==> config.mk <==
export PLATFORM = sky130hd
export DESIGN_NAME = fir_mac_scheduler
export DESIGN_NICKNAME = d
export VERILOG_FILES = /design/src/rtl/fir_mac_scheduler.sv
export SDC_FILE = /design/constraint.sdc
export NUM_CORES = 1
export LEC_CHECK = 0
export CAP_MARGIN = 20
export CORE_ASPECT_RATIO = 0.9
export CORE_MARGIN = 8
export CORE_UTILIZATION = 52
export CTS_CLUSTER_DIAMETER = 30
export CTS_CLUSTER_SIZE = 40
export DETAILED_ROUTE_END_ITERATION = 16
export GPL_ROUTABILITY_DRIVEN = 1
export GPL_TIMING_DRIVEN = 0
export PLACE_DENSITY = 0.83
export SETUP_SLACK_MARGIN = 0.02
export SYNTH_ARGS = -nofsm -noshare
export SYNTH_HDL_FRONTEND = slang
export SYNTH_SLANG_ARGS = --single-unit
==> constraint.sdc <==
create_clock -name clk -period 3.2 [get_ports clk]
set_input_delay 0.8 -clock clk [delete_from_list [all_inputs] [get_ports clk]]
set_output_delay 0.8 -clock clk [all_outputs]
set_load 0.02 [all_outputs]
==> src/rtl/fir_mac_scheduler.sv <==
// Sequencer for a two-channel decimating FIR sharing one MAC: owns the sample write
// pointer, decimation count, per-output read/coefficient sweep and accumulator strobes.
module fir_mac_scheduler #(
    parameter int RATE       = 8,
    parameter int NUM_TAPS   = 199,
    parameter int ADDR_WIDTH = 8,
    parameter int COEF_WIDTH = 8
) (
    input  logic                  clk,
    input  logic                  reset,
    input  logic                  in_valid,
    input  logic                  ovr_clr,
    output logic                  wr_en,
    output logic [ADDR_WIDTH-1:0] wr_addr,
    output logic [ADDR_WIDTH-1:0] rd_addr,
    output logic [COEF_WIDTH-1:0] coef_idx,
    output logic                  ch_sel,
    output logic                  mac_en,
    output logic                  mac_clear,
    output logic                  dump,
    output logic                  dump_ch,
    output logic                  busy,
    output logic                  overrun
);
    localparam int DECI_W = (RATE > 1) ? $clog2(RATE) : 1;
    localparam logic [DECI_W-1:0]     DECI_LAST = DECI_W'(RATE - 1);
    localparam logic [COEF_WIDTH-1:0] K_LAST    = COEF_WIDTH'(NUM_TAPS - 1);
    localparam logic [ADDR_WIDTH-1:0] SPAN      = ADDR_WIDTH'(NUM_TAPS - 1);

    typedef enum logic [1:0] {IDLE, RUN, FLUSH} state_t;

    state_t                  state;
    logic [DECI_W-1:0]       deci_cnt;
    logic [ADDR_WIDTH-1:0]   start_addr;
    logic                    flush_cnt;
    logic                    last_k;
    logic                    last_ch;
    logic                    trigger;

    assign wr_en   = in_valid & ~reset;
    assign trigger = in_valid && (deci_cnt == DECI_LAST);

    always_ff @(posedge clk) begin
        if (reset) begin
            state      <= IDLE;
            deci_cnt   <= '0;
            wr_addr    <= '0;
            rd_addr    <= '0;
            start_addr <= '0;
            coef_idx   <= '0;
            ch_sel     <= 1'b0;
            flush_cnt  <= 1'b0;
            mac_en     <= 1'b0;
            mac_clear  <= 1'b0;
            last_k     <= 1'b0;
            last_ch    <= 1'b0;
            dump       <= 1'b0;
            dump_ch    <= 1'b0;
            busy       <= 1'b0;
            overrun    <= 1'b0;
        end else begin
            if (in_valid) begin
                wr_addr  <= wr_addr + 1'b1;
                deci_cnt <= trigger ? '0 : deci_cnt + 1'b1;
            end

            if (trigger && state != IDLE)
                overrun <= 1'b1;
            else if (ovr_clr)
                overrun <= 1'b0;

            // Read issue is one cycle ahead of RAM q; these strobes follow it by one.
            mac_en    <= (state == RUN);
            mac_clear <= (state == RUN) && (coef_idx == '0);
            last_k    <= (state == RUN) && (coef_idx == K_LAST);
            last_ch   <= ch_sel;
            dump      <= last_k;
            if (last_k)
                dump_ch <= last_ch;

            unique case (state)
                IDLE: begin
                    if (trigger) begin
                        start_addr <= wr_addr - SPAN;
                        rd_addr    <= wr_addr - SPAN;
                        coef_idx   <= '0;
                        ch_sel     <= 1'b0;
                        busy       <= 1'b1;
                        state      <= RUN;
                    end
                end
                RUN: begin
                    if (coef_idx == K_LAST) begin
                        coef_idx <= '0;
                        rd_addr  <= start_addr;
                        if (ch_sel) begin
                            flush_cnt <= 1'b0;
                            state     <= FLUSH;
                        end else begin
                            ch_sel <= 1'b1;
                        end
                    end else begin
                        coef_idx <= coef_idx + 1'b1;
                        rd_addr  <= rd_addr + 1'b1;
                    end
                end
                FLUSH: begin
                    if (flush_cnt) begin
                        flush_cnt <= 1'b0;
                        busy      <= 1'b0;
                        state     <= IDLE;
                    end else begin
                        flush_cnt <= 1'b1;
                    end
                end
                default: state <= IDLE;
            endcase
        end
    end
endmodule

## Word-level counts from Yosys, hierarchy flattened

Index checks and enable logic that the tools add are counted.

| word-level totals | value |
|---|---|
| flip-flop bits (word level) | 47 |
| bits in latches | 0 |
| RAM bits | 0 |
| ROM bits | 0 |
| input bits | 4 |
| output and inout port bits | 32 |
| word-level logic and storage cells | 72 |
| memories | 0 |

| cells by class | value |
|---|---|
| add/subtract/negate cells | 5 |
| $mul | 0 |
| divide/modulo/power cells | 0 |
| order comparisons | 0 |
| eq/ne operators | 8 |
| shift operators | 0 |
| muxes and demuxes | 24 |
| bitwise gates (word level) | 2 |
| reduce and logical (&&, ||, !) cells | 17 |

Operators with widths:

| kind | count |
|---|---|
| two-way mux 8 bit | 4 |
| case mux 8 bit (2 select lines) | 2 |
| adder 8 x 1 -> 8 bit (second input constant) | 3 |
| nonzero test 2 bit | 5 |
| two-way mux 1 bit | 9 |
| AND reduction 3 bit | 3 |
| equality test 8 bit (second input constant) | 1 |
| logical NOT 8 bit | 1 |
| two-way mux 2 bit | 4 |
| subtractor 8 bit (second input constant) | 1 |
| inequality test 2 bit (second input constant) | 3 |
| case mux 1 bit (2 select lines) | 3 |
| case mux 2 bit (3 select lines) | 1 |
| logical AND 1 bit | 4 |
| AND reduction 2 bit | 2 |
| AND reduction 4 bit | 1 |
| adder 3 x 1 -> 3 bit (second input constant) | 1 |
| equality test 3 bit (second input constant) | 1 |
| two-way mux 3 bit | 1 |
| equality test 2 x 1 -> 1 bit (second input constant) | 1 |
| equality test 2 bit (second input constant) | 1 |
| logical NOT 2 bit | 1 |
| inequality test 2 x 1 -> 1 bit (second input constant) | 1 |
| AND 1 bit | 1 |
| inverter 1 bit | 1 |

## Logic depth before layout (Yosys ltp)

| logic depth | value |
|---|---|
| word-level depth | 4 |
| gate-level depth with buffers | 7 |
| gate-level depth less buffers | 6 |

## Least setup slack after synthesis

OpenSTA, ideal clock, no wires.

| path | value |
|---|---|
| kind | input port to output port |
| start point | input reset |
| end point | output wr_en |
| arrival | 1.494 ns |
| data required time | 2.400 ns |
| path slack | 0.906 ns |
| cell stages on the path | 3 |
| buffers on the path | 2 |
| cell sequence | clkbuf_1 clkbuf_1 nor2b_1 |

| between the ends | value |
|---|---|
| longest elaborated chain between the ends | 2 |

Ends and longest elaborated chain:

| what | RTL line | source |
|---|---|---|
| from (decl) | 10 | `input logic reset,` |
| inverter 1 bit | 40 | `assign wr_en = in_valid & ~reset;` |
| AND 1 bit | 40 |  |
| to (decl) | 13 | `output logic wr_en,` |

Every way passes these cells.

## Worst setup path after layout

| path | value |
|---|---|
| start point | input in_valid |
| end point | output wr_en |

| between the ends | value |
|---|---|
| longest elaborated chain between the ends | 1 |

Ends and longest elaborated chain:

| what | RTL line | source |
|---|---|---|
| from (decl) | 11 | `input logic in_valid,` |
| AND 1 bit | 40 |  |

Every way passes these cells.

==> qor.csv <==
metric,value,unit
outcome,"finished, final reports clean",
synth_ff_type,dfxtp_1,
fin_crit,2764,ps
switching_power,0.2447,mW
finalCritPeriodShare,86.38,%
synth-seq-cells,47,
gp_congestion,0.9278,
synth.largest_area_cell,dfxtp_1,
path_class,input port to primary output,
cts_setup_buffers,0,
power_frac_comb,5.2,%
path_max_fanout,10,
drc_errors,0,
die_w,85.70,microns
r2r-start,deci_cnt[0],
synthTopCellsByArea,"dfxtp_1 (41%), ha_1 (5.0%), a21oi_1 (4.6%), nor2_1 (4.6%), xnor2_1 (3.1%)",
area_delta_synth_final,21.63,%
clk_pin_slew,90,ps
cts_tree,built,
final_util,64.06,%
syn-mean-instance-area,8.677,sq um
first_pass_iters,5,
clock-skew-final,7.322,ps
wl,5.984,mm
htree_levels,2,
vias_per_cell,6.099,
hold_end,start_addr[0],
switching_share,24.29,%
timing_hold_violations_final,0,
arrival,1960,ps
tritoncts.num_buffers,5,
cpMaxStageDelayCell,clkdlybuf4s50_1,
start_util,52.67,%
cts-root-buf,clkbuf_8,
io_pins,36,
synth.distinct_cells,52,
drt_iter0_drc,139,
rsz0062_at_grt,false,
timing.setup.tns,0,ps
worstHoldStart,start_addr[0],
async_reset_ff_share,0,%
core-area,4317,sq um
dieArea,6746,sq um
cp_cell_sequence,"clkdlybuf4s50_1, buf_4, nor2b_1, dlymetal6s2s_1",
dr_total_vias,2153,
synth_area,2273,sq um
drive_gt1_share,5.281,%
r2r-end,start_addr[5],
grt_pass1_wl,9.494,mm
fmax,361.8,MHz
layout.nets,316,
startpoint_type,input port,
p_leak,0.9876,nW
pwr-share-clk,35.3,%
synth_edf_count,0,
cp_slowest_stage_delay,570,ps
ant_nets,0,
grt.total_usage,17.36,%
grt_overflow,0,
clkSinkCount,47,
hold_class,flop to flop,
wl_per_cell,16.95,microns
p_int,0.7627,mW
rows,23,
worst_pin_slew,927.8,ps
grt_pass1_vias,2061,
p_per_area,364.3,nW/um^2
grt_max_degree,15,
seq_power_share,59.5,%
cts_buffer_depth,2,
reg2reg_depth,7,
drv_cap,0,
r2r_setup_slack,770,ps
ys_seq_area_share,41.39,%
cp_data_required_time,2400,ps
slew_headroom,37.67,%
syn-num-nets,275,
clk_latency,300,ps
antenna_found_initial,0,
dpl.hpwl,4.193,mm
ys_warn_count,0,
min_path_cells,2,
cp-end-kind,primary output,
drv_slew,0,
diodes,0,
synthCells,262,
synth_top_area_share,41.39,%
dieHeight,78.73,microns
portBuffers,34,
peakVddDrop,0.2325,mV
finalSetupViolCount,0,
timing repair:
| action | CTS | global route |
|---|---|---|
| hold buffers | 0 | 0 |
| gates resized for setup | 2 | 1 |
| endpoints found under the setup margin | 1 | 1 |
critical path, delay by kind of cell:
family | cells | cell delay (ps)
buffers and inverters | 3 | 1020
AND/OR/NAND/NOR | 1 | 140
cells in the final DEF, fill, tap and decap left out, types with 2 or more instances in the layout:
cell             instances
a2111oi_0                2
a211oi_1                 2
a21o_1                   2
a21oi_1                 21
a221oi_1                 2
a311oi_1                 3
a41oi_1                  2
and3_1                   7
and4_1                   2
buf_1                    2
clkbuf_1                14
clkbuf_8                 5
clkdlybuf4s50_1         33
dfxtp_1                 47
ha_1                     9
inv_1                    9
mux2i_1                  4
nand2_1                 14
nand2b_1                 4
nand3_1                  9
nand3b_1                 2
nand4_1                  5
nor2_1                  28
nor2b_1                  4
nor3_1                  11
o21ai_0                 11
o221a_2                  2
o221ai_1                 2
o311a_1                  4
or3_1                    2
xnor2_1                  8
xor2_1                   5
layer usage:
metal / up-vias / wire length [microns] / GRT usage, %
met1: 1008 / 2563 / 20.37
met3: 17 / 454 / 4.639
met2: 96 / 2834 / 28.97
met4: 0 / 131 / 8.217
li1: 1032 / - / -
met5: - / 0 / 0
registers in the layout, summed over array words and instances (netlist names), 2 cells and up:
register / count
deci_cnt: 3
start_addr: 8
coef_idx: 8
rd_addr: 8
wr_addr: 8
state: 2
Yosys cell counts (2+ instances only):
cell / n
a2111oi_0: 2
o311a_1: 4
nand3b_1: 2
dfxtp_1: 47
and4_1: 2
xnor2_1: 8
a41oi_1: 2
mux2i_1: 4
a211oi_1: 2
nor2b_1: 4
buf_1: 3
ha_1: 9
nand2_1: 14
a21oi_1: 21
and3_1: 7
o221ai_1: 2
a221oi_1: 2
nand3_1: 9
a21o_1: 2
o21ai_0: 11
a311oi_1: 3
inv_1: 9
o221a_2: 2
nand2b_1: 4
nor3_1: 11
xor2_1: 5
or3_1: 2
nor2_1: 28
clkbuf_1: 14
nand4_1: 5
kinds of logic (layout without fill, tap and decap cells):
kind of cell | after synthesis | in the layout | share of synthesized area (%)
flip-flops | 47 | 47 | 41.39
AND/OR/NAND/NOR | 94 | 94 | 21.02
XOR/XNOR | 13 | 13 | 5.008
multiplexers | 5 | 5 | 2.257
buffers and inverters | 27 | 68 | 4.788
adder cells (fa/ha/maj) | 9 | 9 | 4.953
AO/OA/AOI/OAI | 67 | 67 | 20.58
per-stage QoR:
stage	power, mW	setup WS, ps	instance area, sq um	cells	hold WS (ps)
finish	1.007	436.0	2765	353	465.0
global route	1.043	365.2	2765	353	485.6
CTS	1.006	26.39	2763	353	467.0
detailed placement	0.6646	-216.8	2676	346	452.7
global placement	0.6635	-212.9	2676	346	441.8
floorplan	0.6422	906.2	2273	262	433.2
worst max-delay path by stage:
stage	from	endpoint	slack (ps)	cells past startpoint
floorplan	reset	wr_en	910	3
global placement	in_valid	wr_en	-210	4
detailed placement	in_valid	wr_en	-220	4
CTS	in_valid	wr_en	30	4
global route	in_valid	wr_en	370	4
finish	in_valid	wr_en	440	4
final cells by class:
| cell class | instances | area, sq um |
|---|---|---|
| plain buffers | 18 | 78.83 |
| clock buffers | 5 | 68.82 |
| clock inverters | 2 | 13.76 |
| fillers | 397 | 1551 |
| inverters | 9 | 33.78 |
| multi-input cells | 188 | 1224 |
| flip-flops and latches | 47 | 940.9 |
| well taps | 50 | 62.56 |
| repair buffers | 34 | 342.8 |
power by group through the flow:
stage                     Combinational [mW]  Clock [mW]  Sequential [mW]
final                                 0.0525       0.356            0.599
after global routing                  0.0577       0.385            0.600
after CTS                             0.0532       0.354            0.599
after detailed placement              0.0522           0            0.612
after global placement                0.0513           0            0.612
after floorplan                       0.0270           0            0.615
Power figures use the tool's default switching activity.
